### src/rtl/alu_pkg.sv
// Shared definitions for the ALU round-robin scheduler.
// Opcode encodings and scheduler FSM states.
package alu_pkg;

  localparam logic [2:0] OP_ADD = 3'b000;
  localparam logic [2:0] OP_SUB = 3'b001;
  localparam logic [2:0] OP_AND = 3'b010;
  localparam logic [2:0] OP_OR  = 3'b011;
  localparam logic [2:0] OP_XOR = 3'b100;
  localparam logic [2:0] OP_NOT = 3'b101;
  localparam logic [2:0] OP_SHL = 3'b110;
  localparam logic [2:0] OP_SHR = 3'b111;

  typedef enum logic [1:0] {
    S_IDLE = 2'd0,
    S_EXEC = 2'd1,
    S_RESP = 2'd2
  } state_t;

endpackage

### src/rtl/rr_arbiter.sv
// Combinational round-robin arbiter: searches upward from ptr+1,
// returning a one-hot grant and its index.
module rr_arbiter
  import alu_pkg::*;
#(
  parameter int N  = 4,
  parameter int IW = $clog2(N)
) (
  input  logic [N-1:0]  req,
  input  logic [IW-1:0] ptr,
  output logic [N-1:0]  gnt,
  output logic [IW-1:0] idx,
  output logic          any
);

  always_comb begin
    gnt = '0;
    idx = '0;
    any = 1'b0;
    for (int i = 1; i <= N; i++) begin
      logic [IW-1:0] j;
      j = IW'((int'(ptr) + i) % N);
      if (!any && req[j]) begin
        any    = 1'b1;
        gnt[j] = 1'b1;
        idx    = j;
      end
    end
  end

endmodule

### src/rtl/alu_rr_scheduler.sv
// Round-robin scheduler sharing one external ALU among requesters,
// with registered issue, result capture and a tagged response port.
module alu_rr_scheduler
  import alu_pkg::*;
#(
  parameter int NUM_REQ = 4,
  parameter int WIDTH   = 4,
  parameter int OPW     = 3,
  parameter int CNTW    = 16,
  parameter int IW      = $clog2(NUM_REQ)
) (
  input  logic                     clk,
  input  logic                     rst_n,
  input  logic [NUM_REQ-1:0]       req_valid,
  output logic [NUM_REQ-1:0]       req_ready,
  input  logic [NUM_REQ*WIDTH-1:0] req_a,
  input  logic [NUM_REQ*WIDTH-1:0] req_b,
  input  logic [NUM_REQ*OPW-1:0]   req_op,
  output logic [WIDTH-1:0]         alu_a,
  output logic [WIDTH-1:0]         alu_b,
  output logic [OPW-1:0]           alu_op,
  input  logic [WIDTH-1:0]         alu_y,
  input  logic                     alu_c,
  input  logic                     alu_z,
  output logic                     rsp_valid,
  input  logic                     rsp_ready,
  output logic [IW-1:0]            rsp_id,
  output logic [WIDTH-1:0]         rsp_y,
  output logic                     rsp_c,
  output logic                     rsp_z,
  output logic                     busy,
  output logic [CNTW-1:0]          ops_done
);

  state_t              state_q;
  state_t              state_d;
  logic [IW-1:0]       rr_ptr;
  logic [NUM_REQ-1:0]  gnt;
  logic [IW-1:0]       gidx;
  logic                any;
  logic                accept;
  logic                fire;

  rr_arbiter #(
    .N  (NUM_REQ),
    .IW (IW)
  ) u_arb (
    .req (req_valid),
    .ptr (rr_ptr),
    .gnt (gnt),
    .idx (gidx),
    .any (any)
  );

  assign accept = (state_q == S_IDLE) && any;
  assign fire   = (state_q == S_RESP) && rsp_valid && rsp_ready;
  assign busy   = (state_q != S_IDLE);

  // Ready is forced low while reset is held, even though state reads IDLE.
  assign req_ready = (state_q == S_IDLE && rst_n) ? gnt : '0;

  always_comb begin
    state_d = state_q;
    unique case (state_q)
      S_IDLE: if (any) state_d = S_EXEC;
      S_EXEC: state_d = S_RESP;
      S_RESP: if (rsp_ready) state_d = S_IDLE;
      default: state_d = S_IDLE;
    endcase
  end

  always_ff @(posedge clk or negedge rst_n) begin
    if (!rst_n) state_q <= S_IDLE;
    else        state_q <= state_d;
  end

  always_ff @(posedge clk or negedge rst_n) begin
    if (!rst_n) begin
      rr_ptr    <= IW'(NUM_REQ - 1);
      alu_a     <= '0;
      alu_b     <= '0;
      alu_op    <= '0;
      rsp_id    <= '0;
      rsp_y     <= '0;
      rsp_c     <= 1'b0;
      rsp_z     <= 1'b0;
      rsp_valid <= 1'b0;
      ops_done  <= '0;
    end else begin
      if (accept) begin
        alu_a  <= req_a[gidx*WIDTH +: WIDTH];
        alu_b  <= req_b[gidx*WIDTH +: WIDTH];
        alu_op <= req_op[gidx*OPW +: OPW];
        rsp_id <= gidx;
      end
      if (state_q == S_EXEC) begin
        rsp_y     <= alu_y;
        rsp_c     <= alu_c;
        rsp_z     <= alu_z;
        rsp_valid <= 1'b1;
      end
      if (fire) begin
        rsp_valid <= 1'b0;
        rr_ptr    <= rsp_id;
        ops_done  <= ops_done + 1'b1;
      end
    end
  end

endmodule

### config.mk
export PLATFORM = sky130hd
export DESIGN_NAME = alu_rr_scheduler
export DESIGN_NICKNAME = d
export VERILOG_FILES = /design/src/rtl/alu_pkg.sv /design/src/rtl/rr_arbiter.sv /design/src/rtl/alu_rr_scheduler.sv
export SDC_FILE = /design/constraint.sdc
export NUM_CORES = 1
export LEC_CHECK = 0
export ABC_AREA = 1
export CAP_MARGIN = 10
export CORE_AREA = 2 2 85 87
export DETAILED_ROUTE_END_ITERATION = 12
export DIE_AREA = 0 0 87 89
export PLACE_DENSITY = 0.79
export SYNTH_ARGS = -nofsm -noshare
export SYNTH_HDL_FRONTEND = slang
export SYNTH_SLANG_ARGS = --single-unit
### constraint.sdc
create_clock -name clk -period 2.3 [get_ports clk]
set_input_delay 0.23 -clock clk [delete_from_list [all_inputs] [get_ports clk]]
set_output_delay 0.23 -clock clk [all_outputs]
set_load 0.005 [all_outputs]
==> run_results.csv <==
group,metric,value,unit
detailed_routing,via_count,2963,
synthesis,synth_cells,367,
cts,cts.sinks,40,
critical_path,reg2reg_slack,-0.12,ns
synthesis,yosysTopAreaCellShare,0.348,
sta,slew_viol_final,0,
finish,antenna-diode-count,0,
cts,cts_tree,"done",
finish,drive_gt1_frac,0.266,
global_route,gr-total-overflow,0,
critical_path,cp_slowest_cell,"dfstp_2",
synthesis,synth.largest_area_cell,"dfrtp_1",
pwr,power.total,7.66,mW
finish,nNetsFinal,572,
global_route,antenna_found_initial,0,
synthesis,synth.avg_cell_area,7.45,µm²
cts,cts_made_buffers,5,
synthesis,ys_seq_area_frac,0.367,
finish,layout_commonest_cell,"clkdlybuf4s50_1",
critical_path,cp_cell_sequence,"inv_6, ha_4, inv_4, nand2_4, nand2_8, nor2_8, nand4_1, buf_4, o221ai_2, nand2_1, inv_1, buf_2",
critical_path,rr_worst_depth,17,
pwr,ir_drop,751,µV
die,die_area,7740,µm²
die,die-width,87,µm
sta,tightest_slew,0.506,ns
sta,hold_viol_final,0,
critical_path,crit_type,"reg -> out",
sta,setup_viol,15,
global_route,grtUsageTotal,0.213,
placed_design,dp_hpwl,5.88,mm
sta,worst_slack,-0.160,ns
cts,cts.path.max_buffers,2,
sta,clock_skew,0.00610,ns
cts,clk_latency,0.29,ns
die,fp-row-count,30,
sta,max_freq,0.406,GHz
detailed_routing,ant_nets,0,
job,drv_cap,0,
cts,ctsHtreeMaxLevel,2,
outcome,violations,"setup timing",
worst_hold_path,hp-class,"in -> async",
finish,fill_cells,538,
synthesis,syn_nets,433,
sta,fin_crit_sh,1.07,
critical_path,r2r-end,"alu_b[1]$_DFFE_PN0P_",
die,start_util,0.407,
detailed_routing,drt_pass1_iterations,4,
sta,min_period,2.46,ns
critical_path,worstSetupStartpointType,"register",
die,io-pin-count,98,
die,core,6720,µm²
pwr,powerDensity,1700,nW/µm²
critical_path,cp-end-kind,"output pin",
sta,rsz0062_at_grt,"yes",
synthesis,ys_warn_count,0,
detailed_routing,drc,0,
synthesis,ys_types,34,
synthesis,synth_seq_cells,40,
detailed_routing,wire_per_inst,14.4,µm
placed_design,postPlaceCellArea,3970,µm²
global_route,grt_max_degree,41,
cts,cts_root_buffer,"clkbuf_8",
critical_path,crit_arrival,2.23,ns
die,die_h,89,µm
global_route,grt_pass1_wl,13.3,mm
finish,fin_area,4510,µm²
finish,final_util,0.671,
finish,area_delta_synth_final,64.7,%
critical_path,cp_data_required_time,2.07,ns
placed_design,gp_congestion,0.939,
synthesis,yosys-top-cells-area,"dfrtp_1 (35%), nand2_1 (14%), inv_1 (9.3%), nand3_1 (6.4%), nand4_1 (5.3%)",
critical_path,r2r-start,"rr_ptr[0]$_DFFE_PN1P_",
detailed_routing,via_per_inst,5.05,
detailed_routing,drt_wl_total,8.44,mm
sta,relSlewSlack,0.663,
global_route,grt_pass1_vias,2881,
sta,whs,0.0190,ns
outcome,run_status,"finished, violations left",
placed_design,io_buffers,97,
critical_path,crit_path_max_incr_delay,0.58,ns
finish,final_cell_mix,"clkdlybuf4s50_1 (92), nand2_1 (81), inv_1 (66), dfrtp_1 (38), buf_4 (27)",
detailed_routing,drt-initial-drc-count,99,
critical_path,worst-path-max-fanout,5,
synthesis,syn_area,2740,µm²
cts,clk_pin_slew,0.08,ns
pwr,p_leak,2.31,nW
cts,cts_hold_buf,0,
==> flip-flops by register name, indices dropped and copies added, names as in the netlist <==
name and flops:
alu_a 4, alu_b 4, alu_op 3, ops_done 16
rr_ptr 2, rsp_c 1, rsp_id 2, rsp_valid 1
rsp_y 4, rsp_z 1, state_q 2
==> worst max-delay path by stage <==
stage                          startpoint                    to  slack (ns)  cells after the start
detailed placement  rr_ptr[0]$_DFFE_PN1P_          req_ready[2]       -0.30                     13
global route        rr_ptr[0]$_DFFE_PN1P_          req_ready[1]       -0.27                     13
CTS                 rr_ptr[0]$_DFFE_PN1P_          req_ready[1]       -0.13                     12
global placement    rr_ptr[0]$_DFFE_PN1P_          req_ready[2]       -0.18                     13
finish              rr_ptr[0]$_DFFE_PN1P_          req_ready[1]       -0.16                     12
floorplan           rr_ptr[0]$_DFFE_PN1P_  alu_a[0]$_DFFE_PN0P_        0.01                     15
==> area by class of cell <==
| cell class | count | area [µm²] | area share |
|---|---|---|---|
| clock inverter | 3 | 42.5 | 0.00944 |
| inverter | 71 | 274 | 0.0608 |
| clock buffer | 5 | 68.8 | 0.0153 |
| tap | 80 | 100 | 0.0222 |
| multi-input combinational | 249 | 1670 | 0.370 |
| timing repair buffer | 139 | 1350 | 0.300 |
| sequential | 40 | 1000 | 0.223 |
==> where the power goes <==
| part | leakage (nW) | switching (mW) | internal (mW) |
|---|---|---|---|
| sequential | 0.492 | 0.182 | 0.979 |
| combinational | 1.76 | 3.12 | 2.81 |
| clock | 0.0541 | 0.248 | 0.321 |
==> worst max-delay path: cells and delay by family, from the launching register on <==
kind	cells	cell delay, ns
and+or+nand+nor	5	0.47
DFF	1	0.58
adders and majority gates	1	0.30
buffers and inverters	5	0.44
AOI/OAI and AO/OA	1	0.13
==> kinds of logic after synthesis <==
kind of cell | count (synthesis) | synth area share
flops | 40 | 0.367
mux | 6 | 0.0247
compound gates | 21 | 0.0467
buf+inv | 79 | 0.123
fa+ha+maj | 9 | 0.0412
simple gates | 197 | 0.350
xor+xnor | 15 | 0.0480
==> metal layers <==
layer / global-route usage / part of all wire / up-vias
met5: 0 / 0 / -
met4: 0.0540 / 0.013 / 0
met3: 0.0259 / 0.036 / 10
met2: 0.397 / 0.54 / 87
met1: 0.260 / 0.41 / 1423
li1: - / - / 1443
==> metrics by stage <==
stage	TNS (ns)	setup slack, ns	instances
2_1_floorplan	0	0.0134	367
3_3_place_gp	-0.612	-0.181	563
3_5_place_dp	-1.38	-0.296	563
4_1_cts	-0.489	-0.132	585
5_1_grt	-3.03	-0.272	587
6_report	-1.56	-0.160	587
==> cells in the mapped netlist (all sizes together) <==
library cell,count
or2,4
nand2,109
mux2,6
o21ai,10
a21boi,1
dfstp,2
ha,9
dfrtp,38
xnor2,5
buf,8
nor2,16
nand4,23
a31oi,1
o221ai,1
nor3,4
a21oi,5
nand3,40
nor3b,1
inv,71
xor2,10
a22oi,3
==> repair_timing <==
item	CTS	global route
pin swaps	26	16
setup buffers	13	2
resized for setup	61	35
cloned	2	0
endpoints found under the setup margin	15	18
Note: power is estimated with default switching activity, not from simulation.
